$ cat src/rtl/serial_feeder_pkg.sv
// serial_feeder_pkg: state encoding, default word width and counter sizing for serial_word_feeder.
package serial_feeder_pkg;
   typedef enum logic [1:0] {IDLE = 2'd0, SHIFT = 2'd1} state_t;
   localparam int DEFAULT_WIDTH = 8;
   function automatic int cnt_width(input int w);
      return $clog2(w + 1);
   endfunction
endpackage

$ cat src/rtl/serial_word_feeder.sv
// serial_word_feeder: valid/ready word in, one bit per clock out on j/j_valid, gapless back-to-back.
// Define SERIAL_FEEDER_PARITY_EN to append an even-parity bit to every frame.
module serial_word_feeder
   import serial_feeder_pkg::*;
#(
   parameter int WIDTH     = DEFAULT_WIDTH,
   parameter bit MSB_FIRST = 1'b1,
   parameter bit IDLE_BIT  = 1'b0
) (
   input  logic             clk,
   input  logic             rst,
   input  logic [WIDTH-1:0] din,
   input  logic             din_valid,
   output logic             din_ready,
   output logic             j,
   output logic             j_valid,
   output logic             busy
);
   localparam int CW = cnt_width(WIDTH);
`ifdef SERIAL_FEEDER_PARITY_EN
   localparam int LAST = WIDTH;
   logic par;
`else
   localparam int LAST = WIDTH - 1;
`endif
   state_t state, state_nx;
   logic [WIDTH-1:0] shreg;
   logic [CW-1:0] cnt;
   logic last, xfer, data_bit;
   assign last      = (state == SHIFT) && (cnt == CW'(LAST));
   assign din_ready = (state == IDLE) || last;
   assign xfer      = din_valid && din_ready;
   assign j_valid   = (state == SHIFT);
   assign busy      = (state != IDLE);
   assign data_bit  = MSB_FIRST ? shreg[WIDTH-1] : shreg[0];
`ifdef SERIAL_FEEDER_PARITY_EN
   assign j = (state != SHIFT) ? IDLE_BIT : (cnt == CW'(WIDTH)) ? par : data_bit;
`else
   assign j = (state != SHIFT) ? IDLE_BIT : data_bit;
`endif
   // A word boundary (idle or last bit) is the only place the next state can change.
   always_comb begin
      state_nx = state;
      state_nx = din_ready ? (xfer ? SHIFT : IDLE) : state;
   end
   always_ff @(posedge clk or negedge rst) begin
      if (!rst) begin
         state <= IDLE;
         shreg <= '0;
         cnt   <= '0;
`ifdef SERIAL_FEEDER_PARITY_EN
         par   <= 1'b0;
`endif
      end else begin
         state <= state_nx;
         if (xfer) begin
            shreg <= din;
            cnt   <= '0;
`ifdef SERIAL_FEEDER_PARITY_EN
            par   <= ^din;
`endif
         end else if (state == SHIFT) begin
            shreg <= MSB_FIRST ? (shreg << 1) : (shreg >> 1);
            cnt   <= last ? '0 : cnt + CW'(1);
         end
      end
   end
endmodule

$ cat config.mk
export PLATFORM = sky130hd
export DESIGN_NAME = serial_word_feeder
export DESIGN_NICKNAME = d
export VERILOG_FILES = /design/src/rtl/serial_feeder_pkg.sv /design/src/rtl/serial_word_feeder.sv
export SDC_FILE = /design/constraint.sdc
export NUM_CORES = 1
export LEC_CHECK = 0
export CAP_MARGIN = 25
export CORE_AREA = 2 2 39 41
export DETAILED_ROUTE_END_ITERATION = 8
export DIE_AREA = 0 0 41 43
export GPL_TIMING_DRIVEN = 1
export MAX_ROUTING_LAYER = met4
export PLACE_DENSITY = 0.75
export SYNTH_ARGS = -nofsm -noshare
export SYNTH_HDL_FRONTEND = slang
export SYNTH_SLANG_ARGS = --single-unit
export TNS_END_PERCENT = 5
$ cat constraint.sdc
create_clock -name clk -period 3.2 [get_ports clk]
set_input_delay 0.48 -clock clk [delete_from_list [all_inputs] [get_ports clk]]
set_output_delay 0.48 -clock clk [all_outputs]
set_load 0.02 [all_outputs]
Word-level counts from Yosys, hierarchy flattened

Cells that the tools add are included.

Bits in registers: 14
Word-level logic and storage cells: 20

$add $sub $neg: 1
Equal/unequal tests: 3
Muxes and demuxes: 7
Reductions and logical operators: 6

Operators with widths:

| kind                  | number |
|---|---|
| $mux W8               | 2 |
| $mux W4               | 3 |
| $add A4 B1 Y4 const B | 1 |
| $eq A4 B3 Y1 const B  | 1 |
| $reduce_bool A2 Y1    | 2 |
| $eq A2 B1 Y1 const B  | 1 |
| $logic_and A1 B1 Y1   | 2 |
| $logic_not A2 Y1      | 1 |
| $mux W1               | 2 |
| $ne A2 B1 Y1 const B  | 1 |
| $logic_or A1 B1 Y1    | 1 |

Longest topological paths before layout

Gate-level depths: netlist of the first run.

Depth after elaboration: 5
Gate-level depth with buffers: 4
Mapped depth without buffers: 4

Worst setup path after synthesis of the first run

No wires, ideal clock.

Kind: flip-flop to output port
From: reg state[0]
To: out j
Data arrival time: 0.993 ns
Required time: 2.720 ns
Path slack: 1.727 ns
Stages on the path, launching flop included: 3
Cells stage by stage: dfrtp_1 > clkbuf_2 > and2_1

Cells in the longest elaborated chain, start to end: 2

Ends and longest elaborated chain:

| element                | RTL line                 | RTL |
|---|---|---|
| start, declared        | serial_word_feeder.sv:26 | `state_t state, state_nx;` |
| start signal, assigned | serial_word_feeder.sv:55 | `state <= state_nx;` |
| $ne A2 B1 Y1           | serial_word_feeder.sv:39 | `assign j = (state != SHIFT) ? IDLE_BIT : data_bit;` |
| $mux W1                | serial_word_feeder.sv:39 |  |
| end, declared          | serial_word_feeder.sv:15 | `output logic j,` |

Every way passes these cells.

Final worst setup path of the first run

From: reg cnt[0]
To: out din_ready

Cells in the longest elaborated chain, start to end: 3

Ends and longest elaborated chain:

| element                | RTL line                 | RTL |
|---|---|---|
| start, declared        | serial_word_feeder.sv:28 | `logic [CW-1:0] cnt;` |
| start signal, assigned | serial_word_feeder.sv:64 | `cnt <= last ? '0 : cnt + CW'(1);` |
| $eq A4 B3 Y1           | serial_word_feeder.sv:30 | `assign last = (state == SHIFT) && (cnt == CW'(LAST));` |
| $logic_and A1 B1 Y1    | serial_word_feeder.sv:30 |  |
| $logic_or A1 B1 Y1     | serial_word_feeder.sv:31 | `assign din_ready = (state == IDLE) \|\| last;` |
| end, declared          | serial_word_feeder.sv:14 | `output logic din_ready,` |

Every way passes these cells.

==> results.json, run 1 <==
{
  "yosysMostFrequentCell": "dfrtp_1",
  "fin_skew_ns": 0.00118,
  "hold_viol_final": 0,
  "whs_path_depth": 1,
  "max_stage_delay_ns": 0.62,
  "wl_per_cell_um": 14.7,
  "fillCellCount": 140,
  "period_share_pct": 69.9,
  "drv_slew": 0,
  "slowest_stage": "clkdlybuf4s50_1",
  "diodes": 0,
  "cts_tree": "yes",
  "grt_max_degree": 19,
  "tns_ns": 0,
  "relSlewSlack_pct": 51.7,
  "layout.cells.non_filler": 85,
  "period_needed_ns": 2.24,
  "power_density_nw_per_um2": 821,
  "setup_slack_ns": 0.962,
  "outcome": "complete, no violations",
  "drv_cap": 0,
  "ios": 15,
  "cts_hold_buf": 0,
  "grt_pass1_vias": 433,
  "synthDominantCellAreaShare_pct": 53.6,
  "syn_avg_cell_area_um2": 11.2,
  "nets": 82,
  "finalSetupViolCount": 0,
  "min_path_type": "reg -> reg",
  "drt_iter0_drc": 14,
  "numCtsBuffers": 3,
  "max_freq_mhz": 447,
  "post_cts_buffers": 0,
  "whs_ns": 0.509,
  "htreeDepth": 1,
  "antenna_found_initial": 0,
  "cp_num_cells": 4,
  "clk_pin_slew_ns": 0.08,
  "ys.flop_type": "dfrtp_1",
  "chipWidth_um": 41,
  "synth_top_area_cell": "dfrtp_1",
  "rows": 14,
  "start_util_pct": 43.9,
  "p_total_w": 0.000637,
  "ys_top_cells_by_count": "dfrtp_1 (13), a221o_1 (7), and3_1 (7)",
  "place_inst": 81,
  "grt_overflow": 0,
  "critPathLaunchType": "flip-flop",
  "path_class": "reg -> out",
  "crit_chain": "ha_1, nand3b_1, nand2_1, clkdlybuf4s50_1",
  "cts.sinks": 13,
  "netlist_top_cells_area": "dfrtp_1 (54%), a221o_1 (12%), and3_1 (7.2%)",
  "syn-cell-area_um2": 607,
  "synth_cell_type_count": 21,
  "drtPass1Iterations": 3,
  "dp_hpwl_um": 849,
  "grt_pass1_wl_mm": 1.94,
  "synth-warning-count": 0,
  "arrival_ns": 1.76,
  "seq_area_frac_synth_pct": 53.6,
  "critPathTopFamily": "buffers and inverters",
  "p_leak_nw": 0.372,
  "ant_nets": 0,
  "cp-end-kind": "primary output",
  "syn-num-nets": 66,
  "synth_edf_count": 0,
  "dieArea_um2": 1760,
  "grtUsageTotal_pct": 17.2,
  "routabilityCongestion": 0.710,
  "reg2reg_depth": 4,
  "path_buf_inv": 1,
  "ir_worst_vdd_v": 0.000388,
  "cp.required_ns": 2.72,
  "area_growth_pct": 27.8,
  "async_flop_share_pct": 100,
  "vias": 468,
  "worstPathMaxFanout": 4,
  "dpl_worst_slack_ns": 1.27,
  "via_per_inst": 5.51,
  "synthCells": 54,
  "routed_wl_mm": 1.25,
  "drc": 0,
  "core_um2": 1380,
  "ys_seq_elements": 13,
  "die_y_um": 43,
  "tightest_slew_ns": 0.722,
  "portBuffers": 14,
  "layout-drive-gt1-share_pct": 7.25,
  "rsz0062_at_grt": "false",
  "cts-root-buf": "clkbuf_4",
  "post_cts_resized": 0,
  "clk_latency_ns": 0.28,
  "clockBufferDepth": 2
}
## power by group
part	total, W	internal (W)	switching [W]
registers	0.000287	0.000229	0.0000587
clock network	0.000103	0.0000484	0.0000551
logic	0.000246	0.000134	0.000112
total	0.000637	0.000411	0.000225
## path summary, 6_finish.rpt
| path | slack, ns | start | endpoint |
|---|---|---|---|
| min reg2reg | 0.51 | shreg[2] | shreg[2] |
| max reg2reg | 1.66 | cnt[0] | shreg[4] |
| min in group asynchronous | 0.57 | rst | shreg[5] |
| min | 0.51 | shreg[2] | shreg[2] |
| max in group asynchronous | 2.25 | rst | shreg[7] |
| max | 0.96 | cnt[0] | din_ready |
## state kept, by name, summed over array words and instances (netlist names)
name	count
cnt	4
shreg	8
state	1
## routing by layer
layer	vias up	part of all wire, %	track usage (%)
li1	233	-	-
met3	3	5.2	3.14
met2	12	43	21.6
met4	0	1.7	10.0
met5	-	0	-
met1	220	50	25.1
## layout make-up
cell class	count	area, um2	area share, %
inverters	1	3.75	0.484
repair buffers	14	140	18.1
clock buffers	4	26.3	3.39
well taps	16	20.0	2.58
flip-flops and latches	13	325	41.9
multi-input cells	37	260	33.5
## placed cells by master, fill, tap and decap left out
cell	count
nand3b_1	1
ha_1	1
and3_1	7
or2b_1	1
a221o_1	7
o21ai_0	3
xor2_1	1
clkbuf_4	3
dfrtp_1	13
nor2_1	1
clkbuf_1	1
nand2_1	6
nand4b_2	1
or4b_1	1
o21ai_2	1
and2_1	1
inv_1	1
a22o_1	1
nand3_1	3
clkdlybuf4s50_1	14
a21oi_1	1
## metrics by stage
stage	util [%]	area (um2)
finish	56.1	776
global route	56.1	776
floorplan	-	607
detailed placement	54.2	749
CTS	56.1	776
global placement	54.2	749
## cell families (layout without fill, tap and decap cells)
group | after synthesis | count (layout) | synth area share [%]
AO/OA/AOI/OAI | 13 | 13 | 17.7
XOR/XNOR | 1 | 1 | 1.44
adder cells (fa/ha/maj) | 1 | 1 | 2.06
buffers and inverters | 4 | 19 | 3.50
flip-flops | 13 | 13 | 53.6
AND/OR/NAND/NOR | 22 | 22 | 21.6
## worst reg2reg max path, cell delays in order (launching register included)
cell and delay (ns):
dfrtp_1 0.41, ha_1 0.27, nand4b_2 0.19, o21ai_2 0.17
a221o_1 0.40
(Power assumes the default switching activity.)
==> run 2, diff against run 1 <==
Settings changed: CORE_AREA 2 2 39 41 to default, CORE_UTILIZATION from default to 46, DIE_AREA 0 0 41 43 to default.
Clock period 3.2 ns to 2.3 ns, I/O delays scaled along.
==> run 2 against run 1 <==
  * Cell count is 1.2% lower
  * Sequential power is 39% higher
  * Design area is 0.65% higher
  * Clock skew is 0.00085 ns higher
  * Clock power is 39% higher
  * Die area is 17% lower
  * Count of clock-buffer cells in the layout stayed put
  * Routed wire length is 4.8% lower
  * Via count is 4.7% higher
  * Global-route usage is 4.9 points higher
  * Setup slack worse by 0.76 ns
  * Highest routed layer unchanged
==> results.json, run 2 (synthesis results as in run 1) <==
{
  "outcome": "complete, no violations",
  "wl_met2_um": 508,
  "hold_viol_final": 0,
  "grt_overflow": 0,
  "route.met3.wl_um": 78,
  "fin_skew_ns": 0.00203,
  "drv_slew": 0,
  "grtUsageTotal_pct": 22.1,
  "min_path_type": "in -> async",
  "top_register": "shreg",
  "area_growth_pct": 28.7,
  "period_needed_ns": 2.10,
  "dpl_worst_slack_ns": 0.533,
  "core_um2": 1170,
  "vias": 490,
  "setup_slack_ns": 0.201,
  "clk_pin_slew_ns": 0.08,
  "grt_pass1_vias": 431,
  "period_share_pct": 91.3,
  "rows": 12,
  "p_leak_nw": 0.378,
  "grt_max_degree": 19,
  "drc": 0,
  "numCtsBuffers": 3,
  "cp.required_ns": 1.96,
  "start_util_pct": 51.8,
  "place_inst": 80,
  "drtPass1Iterations": 4,
  "largest_reg_flops": 8,
  "critPathLaunchType": "flip-flop",
  "dieArea_um2": 1470,
  "worstPathMaxFanout": 4,
  "cts.sinks": 13,
  "wl_per_cell_um": 14.1,
  "power_density_nw_per_um2": 1140,
  "clk_latency_ns": 0.28,
  "cts-root-buf": "clkbuf_4",
  "finalSetupViolCount": 0,
  "tightest_slew_ns": 0.565,
  "reg_top3": "shreg: 8 flops, cnt: 4 flops, state: 1 flops",
  "critPathTopFamily": "buffers and inverters",
  "grt_pass1_wl_mm": 2.00,
  "routed_wl_mm": 1.19,
  "tns_ns": 0,
  "relSlewSlack_pct": 62.2,
  "final_common_cell": "clkdlybuf4s50_1",
  "dr.max_layer_used": "met4",
  "antenna_found_initial": 0,
  "arrival_ns": 1.75,
  "slowest_stage": "clkdlybuf4s50_1",
  "portBuffers": 14,
  "diodes": 0,
  "cts_tree": "yes",
  "nets": 83,
  "ios": 15,
  "clockBufferDepth": 2,
  "max_stage_delay_ns": 0.62,
  "post_cts_buffers": 0,
  "path_class": "reg -> out",
  "whs_ns": 0.424,
  "dp_hpwl_um": 827,
  "htreeDepth": 1,
  "via_per_inst": 5.83,
  "routedLengthMet1_um": 588,
  "layout-drive-gt1-share_pct": 8.57,
  "chipWidth_um": 38.3,
  "cp-end-kind": "primary output",
  "place_area_um2": 754,
  "drt_iter0_drc": 14,
  "ir_worst_vdd_v": 0.000635,
  "ant_nets": 0,
  "final_cell_mix": "clkdlybuf4s50_1 (14), dfrtp_1 (13), and3_1 (7), a221o_1 (7), nand2_1 (6)",
  "die_y_um": 38.3,
  "rsz0062_at_grt": "false",
  "routabilityCongestion": 0.675,
  "path_buf_inv": 1,
  "layout.cells.non_filler": 84,
  "final_area_um2": 781,
  "crit_chain": "ha_1, nand3b_1, nand2_1, clkdlybuf4s50_1",
  "post_cts_resized": 0,
  "drv_cap": 0,
  "cts_hold_buf": 0,
  "max_freq_mhz": 476
}
-- run 2: path summary, 6_finish.rpt --
| check | from | end | slack (ns) | depth (start not counted) |
|---|---|---|---|---|
| worst max register to register | cnt[0] | shreg[4] | 0.77 | 4 |
| min in group clk | shreg[0] | shreg[0] | 0.50 | 1 |
| worst min-delay path | rst | shreg[7] | 0.42 | 1 |
| worst max-delay path | cnt[0] | din_ready | 0.20 | 4 |
| worst min register to register | shreg[0] | shreg[0] | 0.50 | 1 |
| max in group asynchronous | rst | state[0] | 1.51 | 1 |
-- run 2: cell type report --
type,count,area (um2)
inverter,1,3.75
fill,96,390
clock buffer,4,26.3
multi-input combinational,37,260
timing repair buffer,15,148
tap,14,17.5
sequential,13,325
-- run 2: metal layers --
layer / global-route usage [%] / vias up
met4: 8.04 / 0
met2: 31.8 / 14
met1: 27.1 / 239
li1: - / 235
met5: - / -
met3: 10.5 / 2
-- run 2: worst reg2reg max path, stage by stage (launching register included) --
cell	delay (ns)
dfrtp_1	0.41
ha_1	0.27
nand4b_2	0.18
o21ai_2	0.16
a221o_1	0.40
-- run 2: metrics by stage --
stage / util (%) / power [W]
3_3_place_gp: 64.4 / 0.000742
5_1_grt: 66.7 / 0.000955
3_5_place_dp: 64.4 / 0.000753
4_1_cts: 66.7 / 0.000898
6_report: 66.7 / 0.000890
2_1_floorplan: - / 0.000630
-- run 2: report_power, final --
part           leakage [nW]  internal, W  switching [W]
Clock                0.0150    0.0000674      0.0000752
Sequential            0.165     0.000318      0.0000800
Combinational         0.197     0.000190       0.000159
==> run 3, diff against run 2 <==
Settings changed: CORE_MARGIN from default to 2.
==> run 3 against run 2 <==
  * Highest routed layer unchanged
  * Sequential share of layout area is 0.067 points lower
  * Setup slack gained 0.025 ns
  * First-iteration DRC count shrank 43%
==> results.json, run 3 (synthesis results as in run 1) <==
{
  "relSlewSlack_pct": 63.1,
  "tightest_slew_ns": 0.552,
  "power_density_nw_per_um2": 1120,
  "layout-drive-gt1-share_pct": 8.57,
  "grtUsageMet1_pct": 22.7,
  "drc": 0,
  "area_growth_pct": 28.9,
  "cp.required_ns": 1.96,
  "cp-end-kind": "primary output",
  "clk_latency_ns": 0.27,
  "final_cell_mix": "clkdlybuf4s50_1 (14), dfrtp_1 (13), and3_1 (7), a221o_1 (7), nand2_1 (6)",
  "dp_hpwl_um": 797,
  "drv_cap": 0,
  "antenna_found_initial": 0,
  "reg2reg_depth": 4,
  "ant_nets": 0,
  "regToRegEndpoint": "shreg[1]",
  "rr_startpoint": "cnt[0]",
  "routabilityCongestion": 0.790,
  "start_util_pct": 47.8,
  "top_register": "shreg",
  "crit_start": "cnt[0]",
  "vias": 473,
  "fillCellCount": 109,
  "core_um2": 1270,
  "clockBufferDepth": 2,
  "met3_usage_pct": 10.0,
  "p_leak_nw": 0.378,
  "diodes": 0,
  "chipWidth_um": 40.3,
  "max_stage_delay_ns": 0.61,
  "arrival_ns": 1.73,
  "busiest_layer": "met2",
  "post_cts_buffers": 0,
  "rrSetupSlack_ns": 0.76,
  "wl_per_cell_um": 13.4,
  "finalSetupViolCount": 0,
  "grt_max_degree": 19,
  "rows": 13,
  "worstPathMaxFanout": 4,
  "cts_tree": "yes",
  "critPathLaunchType": "flip-flop",
  "clk_pin_slew_ns": 0.08,
  "portBuffers": 14,
  "crit_chain": "ha_1, nand3b_1, nand2_1, clkdlybuf4s50_1",
  "path_class": "reg -> out",
  "post_cts_resized": 0,
  "setup_slack_ns": 0.226,
  "final_common_cell": "clkdlybuf4s50_1",
  "grt_pass1_vias": 404,
  "routed_wl_mm": 1.14,
  "cts.sinks": 13,
  "grt_pass1_wl_mm": 1.83,
  "fin_skew_ns": 0.00749,
  "ir_worst_vdd_v": 0.000669,
  "dieArea_um2": 1630,
  "worstSetupEndpoint": "din_ready",
  "max_freq_mhz": 482,
  "nets": 83,
  "grt_overflow": 0,
  "largest_reg_flops": 8,
  "use_met2_pct": 25.0,
  "layout.cells.non_filler": 85,
  "period_share_pct": 90.2,
  "cts_hold_buf": 0,
  "period_needed_ns": 2.07,
  "reg_top3": "shreg: 8 flops, cnt: 4 flops, state: 1 flops",
  "slowest_stage": "clkdlybuf4s50_1",
  "rsz0062_at_grt": "false",
  "final-seq-area_um2": 325,
  "dpl_worst_slack_ns": 0.517,
  "drv_slew": 0,
  "via_per_inst": 5.56,
  "place_inst": 81,
  "die_y_um": 40.3,
  "outcome": "complete, no violations",
  "ios": 15,
  "hold_viol_final": 0,
  "tns_ns": 0,
  "whs_ns": 0.423,
  "min_path_type": "in -> async",
  "cts-root-buf": "clkbuf_4",
  "htreeDepth": 1,
  "numCtsBuffers": 3,
  "drtPass1Iterations": 4,
  "grtUsageTotal_pct": 18.1,
  "multi_input_area_um2": 260,
  "p_total_w": 0.000877,
  "drt_iter0_drc": 8
}
## run 3: how the worst min path moves through the flow
stage                     cells past startpoint     start  endpoint
after floorplan                               0       rst    cnt[0]
after global placement                        1  shreg[0]  shreg[0]
after detailed placement                      1  shreg[0]  shreg[0]
after CTS                                     1       rst  shreg[7]
after global routing                          1       rst  state[0]
final                                         1       rst  shreg[7]
## run 3: cell type report
| type | count | share of cell area, % |
|---|---|---|
| flip-flops and latches | 13 | 41.6 |
| repair buffers | 15 | 18.9 |
| multi-input cells | 37 | 33.3 |
| well taps | 15 | 2.40 |
| inverters | 1 | 0.480 |
| clock buffers | 4 | 3.36 |
## run 3: critical path, delay by kind of cell (launching register included)
family        cells  cell delay [ns]
fa+ha+maj         1             0.25
simple gates      2             0.21
buf+inv           1             0.61
flops             1             0.39
## run 3: report_power, final
part	switching, W	internal [W]
Clock	0.0000689	0.0000672
Combinational	0.000151	0.000189
Sequential	0.0000823	0.000318
## run 3: metrics by stage
stage                     instance area (um2)  utilization (%)
final                                     782             61.6
after global routing                      782             61.6
after CTS                                 782             61.6
after global placement                    756             59.6
after detailed placement                  756             59.6
after floorplan                           607                -
## run 3: layer usage
layer / routed length [um] / vias to the layer above
met5: 0 / -
met3: 95 / 2
met4: 7 / 0
met2: 480 / 17
li1: - / 241
met1: 552 / 213
